### src/rtl/parity_tx_ctrl.sv
// Byte-in, serial frame-out transmitter: start, 8 data LSB-first, parity, stop.
// Define ODD_PARITY_EN to send odd parity instead of even parity.
`timescale 1ns/1ps

module parity (
  input  logic [7:0] data,
  output logic       par
);
  assign par = ^data;
endmodule

module parity_tx_ctrl #(
  parameter int CLKS_PER_BIT = 4
) (
  input  logic       clk,
  input  logic       rst_n,
  input  logic       in_valid,
  input  logic [7:0] in_data,
  output logic       in_ready,
  output logic       tx,
  output logic       busy,
  output logic       par_out
);
  localparam int CW =
    (CLKS_PER_BIT > 1) ? $clog2(CLKS_PER_BIT) : 1;
  localparam logic [CW-1:0] LAST = CW'(CLKS_PER_BIT - 1);

  typedef enum logic [2:0] {
    IDLE, START, DATA, PARITY, STOP
  } state_t;

  state_t        state;
  logic [CW-1:0] cnt;
  logic [2:0]    bit_idx;
  logic [7:0]    data_q;
  logic          par_raw;
  logic          par_sel;
  logic          wrap;

  parity u_par (
    .data (in_data),
    .par  (par_raw)
  );

`ifdef ODD_PARITY_EN
  assign par_sel = ~par_raw;
`else
  assign par_sel = par_raw;
`endif

  assign wrap = (cnt == LAST);

  always_ff @(posedge clk or negedge rst_n) begin
    if (!rst_n) begin
      state    <= IDLE;
      cnt      <= '0;
      bit_idx  <= '0;
      data_q   <= '0;
      tx       <= 1'b1;
      in_ready <= 1'b1;
      busy     <= 1'b0;
      par_out  <= 1'b0;
    end else begin
      // every non-idle state holds its bit for CLKS_PER_BIT cycles
      if (state != IDLE)
        cnt <= wrap ? '0 : cnt + 1'b1;
      unique case (state)
        IDLE: begin
          if (in_valid) begin
            state    <= START;
            cnt      <= '0;
            bit_idx  <= '0;
            data_q   <= in_data;
            par_out  <= par_sel;
            tx       <= 1'b0;
            in_ready <= 1'b0;
            busy     <= 1'b1;
          end
        end
        START: begin
          if (wrap) begin
            state <= DATA;
            tx    <= data_q[0];
          end
        end
        DATA: begin
          if (wrap) begin
            bit_idx <= bit_idx + 3'd1;
            if (bit_idx == 3'd7) begin
              state <= PARITY;
              tx    <= par_out;
            end else begin
              tx <= data_q[bit_idx + 3'd1];
            end
          end
        end
        PARITY: begin
          if (wrap) begin
            state <= STOP;
            tx    <= 1'b1;
          end
        end
        STOP: begin
          if (wrap) begin
            state    <= IDLE;
            in_ready <= 1'b1;
            busy     <= 1'b0;
          end
        end
        default: begin
          state <= IDLE;
          tx    <= 1'b1;
        end
      endcase
    end
  end
endmodule

### config.mk
export PLATFORM = sky130hd
export DESIGN_NAME = parity_tx_ctrl
export DESIGN_NICKNAME = d
export VERILOG_FILES = /design/src/rtl/parity_tx_ctrl.sv
export SDC_FILE = /design/constraint.sdc
export NUM_CORES = 1
export LEC_CHECK = 0
export CORE_MARGIN = 2
export CORE_UTILIZATION = 24
export DETAILED_ROUTE_END_ITERATION = 10
export GPL_TIMING_DRIVEN = 0
export PLACE_DENSITY = 0.5
export SETUP_SLACK_MARGIN = 0.5
export SYNTH_ARGS = -nofsm -noshare
export SYNTH_HDL_FRONTEND = slang
export SYNTH_SLANG_ARGS = --single-unit
### constraint.sdc
create_clock -name clk -period 2 [get_ports clk]
set_clock_uncertainty 0.1 [all_clocks]
set_input_delay 0.4 -clock clk [delete_from_list [all_inputs] [get_ports clk]]
set_output_delay 0.4 -clock clk [all_outputs]
set_load 0.03 [all_outputs]
# Yosys cells after proc, flatten, opt, wreduce, memory -nomap -nowiden
# Index checks and enable logic that the tools add are counted.
[word_totals] register_bits=20 latch_bits=0 elab_cells=60 mem_bits_ro=0 inputBits=11 ramBits=0 mem_count=0
[op_classes] n_eq_ne=12 bitwise=1 mux=26 div_mod_pow=0 order_cmp=1 n_mul=0 n_addsub=2 reduce_logical=10 n_shift=0
[ops] operator="$mux W3" n=8
[ops] operator="$pmux W3 S5" n=1
[ops] operator="$ne A2 B2 Y1 const B" n=6
[ops] operator="$mux W1" n=8
[ops] operator="$mux W2" n=4
[ops] operator="$reduce_xor A8 Y1" n=1
[ops] operator="$eq A3 B2 Y1 const B" n=2
[ops] operator="$eq A3 B3 Y1 const B" n=2
[ops] operator="$pmux W3 S2" n=1
[ops] operator="$reduce_and A3 Y1" n=2
[ops] operator="$reduce_and A6 Y1" n=1
[ops] operator="$pmux W1 S5" n=1
[ops] operator="$reduce_and A5 Y1" n=1
[ops] operator="$lt A3 B4 Y1 const B" n=1
[ops] operator="$pmux W1 S2" n=2
[ops] operator="$reduce_bool A2 Y1" n=2
[ops] operator="$add A3 B1 Y3 const B" n=1
[ops] operator="$bmux W1 S3" n=1
[ops] operator="$eq A3 B1 Y1 const B" n=1
[ops] operator="$logic_not A3 Y1" n=1
[ops] operator="$reduce_bool A3 Y1" n=1
[ops] operator="$add A2 B1 Y2 const B" n=1
[ops] operator="$eq A2 B2 Y1 const B" n=1
[ops] operator="$reduce_and A2 Y1" n=1
[ops] operator="$not A1 Y1" n=1

# Longest topological paths before layout
[depth] depth_word=6 depth_mapped=6

# Cells and area by module
# Synthesis repeated with hierarchy kept, for this count alone.
[hier_totals] hier_cells=93 area_unflattened_um2=1059.8
[modules_own_cells] mod="parity_tx_ctrl" n_inst=1 cells_each=86 area_each_um2=998.5 seq_area_each_um2=503.0
[modules_own_cells] mod="parity" n_inst=1 cells_each=7 area_each_um2=61.3 seq_area_each_um2=0.0

# Least setup slack after synthesis
# No wires, ideal clock.
[synth_timing] path_type="reg-to-reg" start="reg cnt[0]" end="reg tx" required_time_ps=1823 slack_ps=428 arrival_time_ps=1394 synth_period_minus_slack_ps=1572 stages_incl_launch_ff=6 setup_ps=77 cell_sequence="dfrtp_1 ha_1 nand2_4 or3_4 a311o_1 o22ai_1"
[synth_between] elab_chain_cells=3
[synth_rtl] element="from (decl)" line="33" source="logic [CW-1:0] cnt;"
[synth_rtl] element="from (signal assigned)" line="66" source="cnt <= wrap ? '0 : cnt + 1'b1;"
[synth_rtl] element="$eq A2 B2 Y1 (*)" line="51" source="assign wrap = (cnt == LAST);"
[synth_rtl] element="$ne A2 B2 Y1 (no line)"
[synth_rtl] element="$reduce_and A5 Y1 (no line) (*)"
[synth_rtl] element="to (signal assigned)" line="83" source="tx <= data_q[0];"
[synth_rtl] element="to (signal assigned)" line="91" source="tx <= par_out;"
[synth_rtl] element="to (signal assigned)" line="93" source="tx <= data_q[bit_idx + 3'd1];"
[synth_rtl] element="to (decl)" line="20" source="output logic tx,"
# Mark *: on every way between the ends. The rest lies on a longest branch, timed or not.
# A chain may end at the register's enable or synchronous reset.

# Final worst setup path
# Ends and elaborated chain as after synthesis.

==> results.md <==
* Fin area at ~1500 sq um
* Reg2Reg Setup Slack at 0.45 ns
* # setup viols final at 0
* Arr. time, crit path at 1.64 ns
* Simple-gate share of the synthesized area at 15.8%
* IO buf count at 14
* Async S/R FF share, synth at 100%
* Compound-Gate Fraction of Synth Area at 10.2%
* Mux share of post-synthesis cell area at 12.4%
* Post-DP Area at 1290 sq um
* R2R Path Start: cnt[0]
* Vias per inst at 4.58
* Layout cells sized above 1 at 32.3%
* Clk_lat worst skew at between 0.2 and 0.3 ns
* Post-Synth XOR/XNOR Area at 6.56%
* Shortest period the worst path allows at about 1.5 ns
* Placed Instances at 167
* GPL Wtd Cong at 0.774
* Total die area at 5000 sq um
* Worst setup EP type: register
* Adder-cell area share of the yosys netlist at approximately 3.5%
* Unrepaired setup endpoints after global routing: yes
* Die Span Y at 70.7 microns
* Hold WC Path Type: in -> async
* DRT Pass-1 Iters at 4
* Worst path max stage delay at roughly 0.40 ns
* Crit path launch type: register
* Cell count after synthesis at 101
* Post-synth EDFFs at 0
* FF+latch count, synth at 20
* Max VDD drop at roughly 560 uV
* Clk buf depth at 2
* WL per Instance at 12.1 microns
* Fin. Hold Viols at 0
* Primary FF master, synth: dfrtp_1
* Commonest non-fill, non-tap cells in the layout: dfrtp_1, nand2_1, mux2_2, clkdlybuf4s50_1, buf_4
* Core ar. at around 4300 sq um
* Average cell area after synthesis at 10.6 sq um
* # fillers at 446
* Nets at 145
* Post-route insts no fill at 182
* PwrDens at 1410 nW/um^2
* # diodes at 0
* Post-detailed-route count of antenna-violating nets at 0
* Final Cycle Share at 77.5%
* Top cells by area, synth: dfrtp_1, mux2_2, xnor2_1
* Largest net degree at the start of global routing at 21
* Synth unique cells at 28
* Max transition margin at 39.1%
* Multi-input gate area at 546 sq um
* Mapped Area at 1070 sq um
* R2r worst-path depth at 5
* Critical Path RT at 2.09 ns
* Total power draw at 2.09 mW
* Crit Path Class: reg -> reg
* Clk sinks at 20
* Crit-path max FO at 2
* CTS root buf: clkbuf_8
* DR iter-0 viols at 36
* WL final at 2210 microns
* Fmax at 645 MHz
* Core Rows at 24
* Synth area leader: dfrtp_1
* Static leakage at 0.629 nW
* Seq. cell area at about 500 sq um
* Post-route DRC at 0
* Max cap viols at 0
* Worst-path clk slew at 0.07 ns
* Gr ovfl total at 0
* Htree depth at 1
* CTS buffer count at 3
* TritonCTS clock tree: built
* CP delay by family, top: compound AO/OA/AOI/OAI gates
* Crit path buf inv count at 0
* Commonest non-fill, non-tap cell in the layout: dfrtp_1
* First-pass GRT wire length at 4030 microns
* Final slew viol count at 0
* Sequential element share of the synthesized area at 47.1%
* Synth Net Count at 115
* Gr usage total at 10.0%
* Syn-to-layout area delta at 38.3%
* CP max-delay cell: dfrtp_1
* DP HPWL at 1560 microns
* Cell chain of the critical path: ha_4 > nand2_4 > or3_4 > a311o_1 > o22ai_1
* Slew @ Worst Pin at 0.912 ns
* Combinational family with the most area after synthesis: simple AND/OR/NAND/NOR gates
* Vias in the first global route at 866
* Routed via count at 833
* Die Width at between 70 and 80 microns
* # IOs at 15
* Post-synth top area share at about 42%
* Setup_tns at 0 ns
* Warnings, synthesis at 0
* Initial Utilization at 24.7%
* Core Util, Final at around 34%
* Initial antenna violation count at 0
* Outcome: finished, final reports clean
* Worst r2r dst: tx
routing by layer:
metal,GRT usage (%),wire length (microns),up-vias
li1,-,-,411
met1,13.4,1020,399
met2,16.2,1040,21
met3,3.70,136,2
met4,1.26,14,0
met5,0,0,-
cells in the mapped netlist (2+ instances only):
master / n
nor3_1: 2
xnor2_1: 7
a21oi_1: 6
ha_1: 3
mux2i_1: 2
mux2_2: 8
nand2_1: 12
buf_6: 2
nand3_1: 4
nor2_1: 7
inv_1: 3
dfstp_2: 2
buf_2: 2
dfrtp_1: 18
o21ai_0: 8
nand3b_1: 3
power breakdown:
group          leakage [nW]  switching (mW)  internal, mW  total [mW]
registers             0.237           0.114         0.587       0.701
logic                 0.355           0.460         0.521       0.980
clock network        0.0357           0.142         0.267       0.409
final cells by class:
cell class | count | area share (%)
repair buffers | 25 | 15.8
flip-flops and latches | 20 | 34.1
well taps | 52 | 4.40
plain buffers | 5 | 3.13
clock buffers | 3 | 2.79
multi-input cells | 73 | 36.9
clock inverters | 1 | 2.03
inverters | 3 | 0.762
state kept, by name, summed over array words and instances, names as in the netlist:
register  flops
state         3
data_q        8
par_out       1
bit_idx       3
tx            1
busy          1
in_ready      1
cnt           2
per-stage QoR:
stage          worst slack, ns  hold slack, ns
5_1_grt                  0.392           0.252
4_1_cts                  0.443           0.417
6_report                 0.450           0.156
2_1_floorplan            0.471         0.00441
3_3_place_gp            0.0488           0.380
3_5_place_dp            0.0323           0.398
timing repair:
action | in CTS | in global routing
endpoints found under the setup margin | 14 | 30
cloned | 0 | 1
pin swaps | 4 | 1
hold buffers | 0 | 0
resized for setup | 24 | 8
setup buffers | 7 | 3
kinds of logic (layout without fill, tap and decap cells):
group,count (synthesis),after routing
simple gates,32,32
compound gates,19,19
flops,20,20
fa+ha+maj,3,3
xor+xnor,8,8
mux,11,11
buf+inv,8,37
how the worst max path moves through the flow:
stage          startpoint   endpoint  slack, ns  cells after the start
2_1_floorplan      cnt[0]         tx       0.47                      5
3_3_place_gp     in_valid  data_q[4]       0.05                      4
3_5_place_dp     in_valid  data_q[7]       0.03                      4
4_1_cts            cnt[0]         tx       0.44                      5
5_1_grt            cnt[1]         tx       0.39                      5
6_report           cnt[0]         tx       0.45                      5
No activity file was read; power rests on OpenSTA's default activity.
